## src/rtl/fetch_unit.sv

```systemverilog
// fetch_unit: instruction-fetch stage. Owns the PC, drives the ROM byte address,
// latches the returned word into the IF/ID register and handles branch redirects,
// user-trap entry/return and stalls.
// Optional build macro: FETCH_EBREAK_HALT_EN (halt fetch after latching an ebreak).
module fetch_unit #(
   parameter int unsigned       PC_W      = 16,
   parameter logic [PC_W-1:0]   RESET_PC  = 16'h0000,
   parameter logic [31:0]       NOP_INSTR = 32'h00000013
) (
   input  logic            clk,
   input  logic            rst,
   output logic [PC_W-1:0] pc,
   input  logic [31:0]     instr_in,
   input  logic            stall,
   input  logic            branch_taken,
   input  logic [PC_W-1:0] branch_target,
   input  logic            trap_req,
   input  logic [PC_W-1:0] trap_vector,
   input  logic            trap_ret,
   input  logic [PC_W-1:0] epc,
   output logic            trap_ack,
   output logic [PC_W-1:0] saved_pc,
   output logic            in_handler,
   output logic [31:0]     if_instr,
   output logic [PC_W-1:0] if_pc,
   output logic            if_valid,
   output logic            halted
);

   localparam logic [PC_W-1:0] PC_STEP = PC_W'(4);

   typedef enum logic {
      MODE_NORMAL  = 1'b0,
      MODE_HANDLER = 1'b1
   } mode_t;

   mode_t           mode_q, mode_d;
   logic [PC_W-1:0] pc_d;
   logic [31:0]     if_instr_d;
   logic [PC_W-1:0] if_pc_d;
   logic            if_valid_d;
   logic [PC_W-1:0] saved_pc_d;
   logic            trap_ack_d;

`ifdef FETCH_EBREAK_HALT_EN
   localparam logic [31:0] EBREAK_INSTR = 32'h00100073;

   typedef enum logic {
      FETCH_RUN  = 1'b0,
      FETCH_HALT = 1'b1
   } fetch_t;

   fetch_t fetch_q, fetch_d;
   logic   halt_q;

   // Halt-state register; only reset leaves HALT.
   always_ff @(posedge clk) begin
      if (rst) begin
         fetch_q <= FETCH_RUN;
         halt_q  <= 1'b0;
      end else begin
         fetch_q <= fetch_d;
         halt_q  <= (fetch_d == FETCH_HALT);
      end
   end

   assign halted = halt_q;
`else
   assign halted = 1'b0;
`endif

   // State and output registers.
   always_ff @(posedge clk) begin
      if (rst) begin
         mode_q   <= MODE_NORMAL;
         pc       <= RESET_PC;
         if_instr <= NOP_INSTR;
         if_pc    <= '0;
         if_valid <= 1'b0;
         saved_pc <= '0;
         trap_ack <= 1'b0;
      end else begin
         mode_q   <= mode_d;
         pc       <= pc_d;
         if_instr <= if_instr_d;
         if_pc    <= if_pc_d;
         if_valid <= if_valid_d;
         saved_pc <= saved_pc_d;
         trap_ack <= trap_ack_d;
      end
   end

   assign in_handler = (mode_q == MODE_HANDLER);

   // Next-state selection: trap > uret > branch > stall > sequential fetch.
   always_comb begin
      mode_d     = mode_q;
      pc_d       = pc;
      if_instr_d = if_instr;
      if_pc_d    = if_pc;
      if_valid_d = if_valid;
      saved_pc_d = saved_pc;
      trap_ack_d = 1'b0;
`ifdef FETCH_EBREAK_HALT_EN
      fetch_d    = fetch_q;
      if (fetch_q == FETCH_HALT) begin
         // Frozen: latch holds, but no longer presents a valid instruction.
         if_valid_d = 1'b0;
      end else
`endif
      if (trap_req && (mode_q == MODE_NORMAL)) begin
         mode_d     = MODE_HANDLER;
         saved_pc_d = pc;
         trap_ack_d = 1'b1;
         pc_d       = {trap_vector[PC_W-1:2], 2'b00};
         if_instr_d = NOP_INSTR;
         if_pc_d    = pc;
         if_valid_d = 1'b0;
      end else if (trap_ret && (mode_q == MODE_HANDLER)) begin
         mode_d     = MODE_NORMAL;
         pc_d       = {epc[PC_W-1:2], 2'b00};
         if_instr_d = NOP_INSTR;
         if_pc_d    = pc;
         if_valid_d = 1'b0;
      end else if (branch_taken) begin
         pc_d       = {branch_target[PC_W-1:2], 2'b00};
         if_instr_d = NOP_INSTR;
         if_pc_d    = pc;
         if_valid_d = 1'b0;
      end else if (!stall) begin
         pc_d       = pc + PC_STEP;
         if_instr_d = instr_in;
         if_pc_d    = pc;
         if_valid_d = 1'b1;
`ifdef FETCH_EBREAK_HALT_EN
         if (instr_in == EBREAK_INSTR) begin
            fetch_d = FETCH_HALT;
         end
`endif
      end
   end

endmodule

```

## config.mk

```make
export PLATFORM = sky130hd
export DESIGN_NAME = fetch_unit
export DESIGN_NICKNAME = d
export VERILOG_FILES = /design/src/rtl/fetch_unit.sv
export SDC_FILE = /design/constraint.sdc
export NUM_CORES = 1
export LEC_CHECK = 0
export BUFFER_PORTS_ARGS = -buffer_cell sky130_fd_sc_hd__buf_2
export CORE_AREA = 4 4 125 127
export DETAILED_ROUTE_END_ITERATION = 6
export DIE_AREA = 0 0 129 131
export MAX_ROUTING_LAYER = met4
export PLACE_DENSITY = 0.52
export SYNTH_ARGS = -nofsm -noshare
export SYNTH_HDL_FRONTEND = slang
export SYNTH_SLANG_ARGS = --single-unit
export TNS_END_PERCENT = 1
```

## constraint.sdc

```tcl
create_clock -name clk -period 1.45 [get_ports clk]
set_input_delay 0.29 -clock clk [delete_from_list [all_inputs] [get_ports clk]]
set_output_delay 0.29 -clock clk [all_outputs]
set_load 0.03 [all_outputs]
```

==> results.sh <==
export IMPL_status="finished, violations left"
export IMPL_failed_checks="negative setup slack"
export IMPL_post_synth_top_area_cell="sky130_fd_sc_hd__dfxtp_1"
export IMPL_timing_final_ws_setup_ps=-164
export IMPL_fin_worst_hold_slack_ps=182
export IMPL_antenna_cells=0
export IMPL_buffer_ports_inserted=156
export IMPL_cts_buffers_inserted=9
export IMPL_hold_path_cell_count=3
export IMPL_asyncSetResetFlopFracSynth_pct=0
export IMPL_cts_hold_buffers=0
export IMPL_synth_top_area_share_pct=43.2
export IMPL_syn_warnings=0
export IMPL_cp_data_arrival_time_ps=1850
export IMPL_max_clock_path_buffers=2
export IMPL_clock_power_share_pct=38.6
export IMPL_worst_r2r_cell_count=5
export IMPL_post_synth_instance_area_mm2=0.00357
export IMPL_kind_of_capture_point_of_the_worst_setup_path="flop"
export IMPL_post_dp_hpwl_um=10300
export IMPL_power_report_internal_total_w=0.00419
export IMPL_min_cycle_time_layout_ps=1610
export IMPL_synthCells=425
export IMPL_nNetsFinal=713
export IMPL_pwr_share_seq_pct=38.7
export IMPL_regToRegSetupSlack_ps=-160
export IMPL_timing_rr_end="pc[14]"
export IMPL_post_layout_nonfiller_instances=815
export IMPL_power_share_switching_pct=30.6
export IMPL_worstSetupPathType="flop to flop"
export IMPL_synth_distinct_cells=59
export IMPL_power_ir_vdd_worst_uv=632
export IMPL_rsz_0062_raised_after_global_routing="true"
export IMPL_timing_max_cap_violations=0
export IMPL_avgRoutedWirePerCell_um=16.6
export IMPL_cts_root_buffer_cell="sky130_fd_sc_hd__clkbuf_16"
export IMPL_comb_power_share_pct=22.7
export IMPL_synth_area_per_cell_um2=8.40
export IMPL_critical_path_required_ps=1690
export IMPL_regToRegStartpoint="in_handler"
export IMPL_yosys_top_cells_area="sky130_fd_sc_hd__dfxtp_1 43%, sky130_fd_sc_hd__mux2i_1 8.4%, sky130_fd_sc_hd__nand2_1 8.1%"
export IMPL_yosysSeqAreaShare_pct=43.2
export IMPL_worst_setup_path_start_kind="flop"
export IMPL_grt_max_degree=38
export IMPL_cellPowerDensity_mw_per_mm2=1100
export IMPL_hold_end="if_instr[27]"
export IMPL_first_global_vias=3867
export IMPL_worstPathMaxFanout=5
export IMPL_cts_sinks=77
export IMPL_fp_row_count=44
export IMPL_period_share_pct=111
export IMPL_maxClockFrequency_mhz=620
export IMPL_timing_max_transition_violations_final=0
export IMPL_layout_cell_share_with_drive_strength_beyond_1_pct=43.6
export IMPL_hold_viol=0
export IMPL_syn_to_final_growth_pct=53.6
export IMPL_die_width_um=129
export IMPL_standby_leakage_power_nw=2.54
export IMPL_io_pins=170
export IMPL_groute_usage_overall_pct=16.1
export IMPL_fp_dieH_um=131
export IMPL_grt_overflow_total=0
export IMPL_timing_hold_worst_start="instr_in[27]"
export IMPL_min_path_type="input port to flop"
export IMPL_gpl_final_weighted_congestion=0.942
export IMPL_maxSlewHeadroom_pct=61.4
export IMPL_drt_initial_drc_count=251
export IMPL_dp_cells=793
export IMPL_clk_transition_reported_paths_ps=70
export IMPL_synth_edf_count=0
export IMPL_antenna_violations_before_repair=0
export IMPL_die_area_mm2=0.0169
export IMPL_drt_total_wl_um=13500
export IMPL_finalSetupViolations=54
export IMPL_drc=0
export IMPL_fin_clk_skew_ps=10.7
export IMPL_drtAntennaViolNets=0
export IMPL_htree_num_levels=3
export IMPL_core_region_area_mm2=0.0144
export IMPL_synth_ff_latch_count=77
export IMPL_routed_via_count=3896
export IMPL_worst_slew_pin_transition_ps=579
export IMPL_viasPerCell=4.78
export IMPL_start_util_pct=24.8
export IMPL_tritoncts_clock_tree="done"
export IMPL_drt_pre_antenna_iters=4
export IMPL_synth_flop_cell="sky130_fd_sc_hd__dfxtp_1"
export IMPL_clkLatencyLatePin_ps=340
export IMPL_switching_power_w=0.00185
export IMPL_wire_length_of_the_first_global_routing_pass_um=20600
logic make-up after synthesis:
logic type,after synthesis,share of synthesized area [%]
buf+inv,52,6.55
fa+ha+maj,1,0.350
other cells,1,0.105
compound gates,100,19.7
mux,31,8.79
simple gates,161,20.9
xor+xnor,2,0.491
flops,77,43.2
per-stage QoR:
step	utilization, %	setup WS, ps	total power (W)	TNS [ps]	cell area [um^2]
2_1_floorplan	-	-138	0.00312	-2900	3670
4_1_cts	37.4	-84.0	0.00607	-1060	5390
3_5_place_dp	34.6	-192	0.00367	-8060	4990
5_1_grt	38.0	-223	0.00631	-4660	5490
3_3_place_gp	34.6	-174	0.00366	-7670	4990
6_report	38.0	-164	0.00603	-1230	5490
metal layers:
layer	GRT usage (%)	wire, um	up-vias
met4	5.06	167	0
met5	-	0	-
li1	-	-	1901
met1	19.8	5850	1821
met3	4.76	1300	12
met2	25.6	6180	162
worst max-delay path, stage by stage (launching register included):
cell and delay (ps):
sky130_fd_sc_hd__dfxtp_4 370, sky130_fd_sc_hd__mux2i_4 210, sky130_fd_sc_hd__and2_4 160, sky130_fd_sc_hd__buf_6 110, sky130_fd_sc_hd__or3_1 370, sky130_fd_sc_hd__o31ai_1 290
Yosys cell counts (all sizes together), types with 2 or more instances:
master / instances
a21oi: 33
and3: 4
nand2: 77
and2: 3
o21a: 2
a211oi: 5
xnor2: 2
o32ai: 3
nor2: 35
nor3: 4
a41oi: 2
o21ai: 9
o31ai: 5
a32oi: 4
nor4: 5
o2111ai: 2
nand3: 10
o211ai: 6
a311oi: 3
a211o: 4
mux2i: 31
dfxtp: 77
or3: 4
nand3b: 3
nor2b: 9
nand2b: 2
clkbuf: 22
a21o: 2
o2111a: 2
a31oi: 2
inv: 8
nand4: 2
buf: 22
a221oi: 4
flip-flops by register name, summed over array words and instances, names as in the netlist:
signal / count
trap_ack: 1
if_instr: 32
saved_pc: 14
pc: 14
in_handler: 1
if_valid: 1
if_pc: 14
final cells by class:
| cell class | instances | area [um^2] |
|---|---|---|
| Sequential cell | 77 | 1570 |
| Tap cell | 184 | 230 |
| Multi-Input combinational cell | 302 | 1930 |
| Inverter | 8 | 30.0 |
| Clock inverter | 6 | 70.1 |
| Timing Repair Buffer | 228 | 1420 |
| Clock buffer | 10 | 239 |
| Fill cell | 1502 | 8940 |
placed cells by master (no fill, tap or decap), types with 5 or more instances in the layout:
cell type                   count
sky130_fd_sc_hd__buf_6          7
sky130_fd_sc_hd__buf_4         60
sky130_fd_sc_hd__nor2_1        34
sky130_fd_sc_hd__o21ai_0        8
sky130_fd_sc_hd__dfxtp_4        6
sky130_fd_sc_hd__clkbuf_16      9
sky130_fd_sc_hd__dfxtp_2        5
sky130_fd_sc_hd__dfxtp_1       66
sky130_fd_sc_hd__buf_2        155
sky130_fd_sc_hd__nor2b_1        8
sky130_fd_sc_hd__o31ai_1        5
sky130_fd_sc_hd__o211ai_1       6
sky130_fd_sc_hd__conb_1         7
sky130_fd_sc_hd__nand3_1        8
sky130_fd_sc_hd__a21oi_1       33
sky130_fd_sc_hd__mux2i_1       30
sky130_fd_sc_hd__nand2_1       76
sky130_fd_sc_hd__inv_1          8
power groups by stage:
stage | clock (W) | combinational (W) | sequential [W]
2_1_floorplan | 0 | 0.000520 | 0.00260
3_3_place_gp | 0 | 0.00129 | 0.00237
3_5_place_dp | 0 | 0.00129 | 0.00237
4_1_cts | 0.00240 | 0.00133 | 0.00234
5_1_grt | 0.00250 | 0.00147 | 0.00235
6_report | 0.00233 | 0.00137 | 0.00233
repair_timing:
action,CTS,global route
pin swaps,1,7
setup endpoints to repair,72,72
endpoints found under the hold margin,0,0
gates resized for setup,18,15
buffers inserted,1,5
how the worst max path moves through the flow:
stage / from / end / slack (ps) / cells past startpoint
floorplan: pc[8] / pc[11] / -140 / 5
global placement: in_handler / if_instr[14] / -170 / 5
detailed placement: in_handler / if_instr[17] / -190 / 5
CTS: in_handler / pc[14] / -80 / 5
global route: in_handler / pc[14] / -220 / 5
finish: in_handler / pc[14] / -160 / 5
Power figures use the tool's default switching activity.
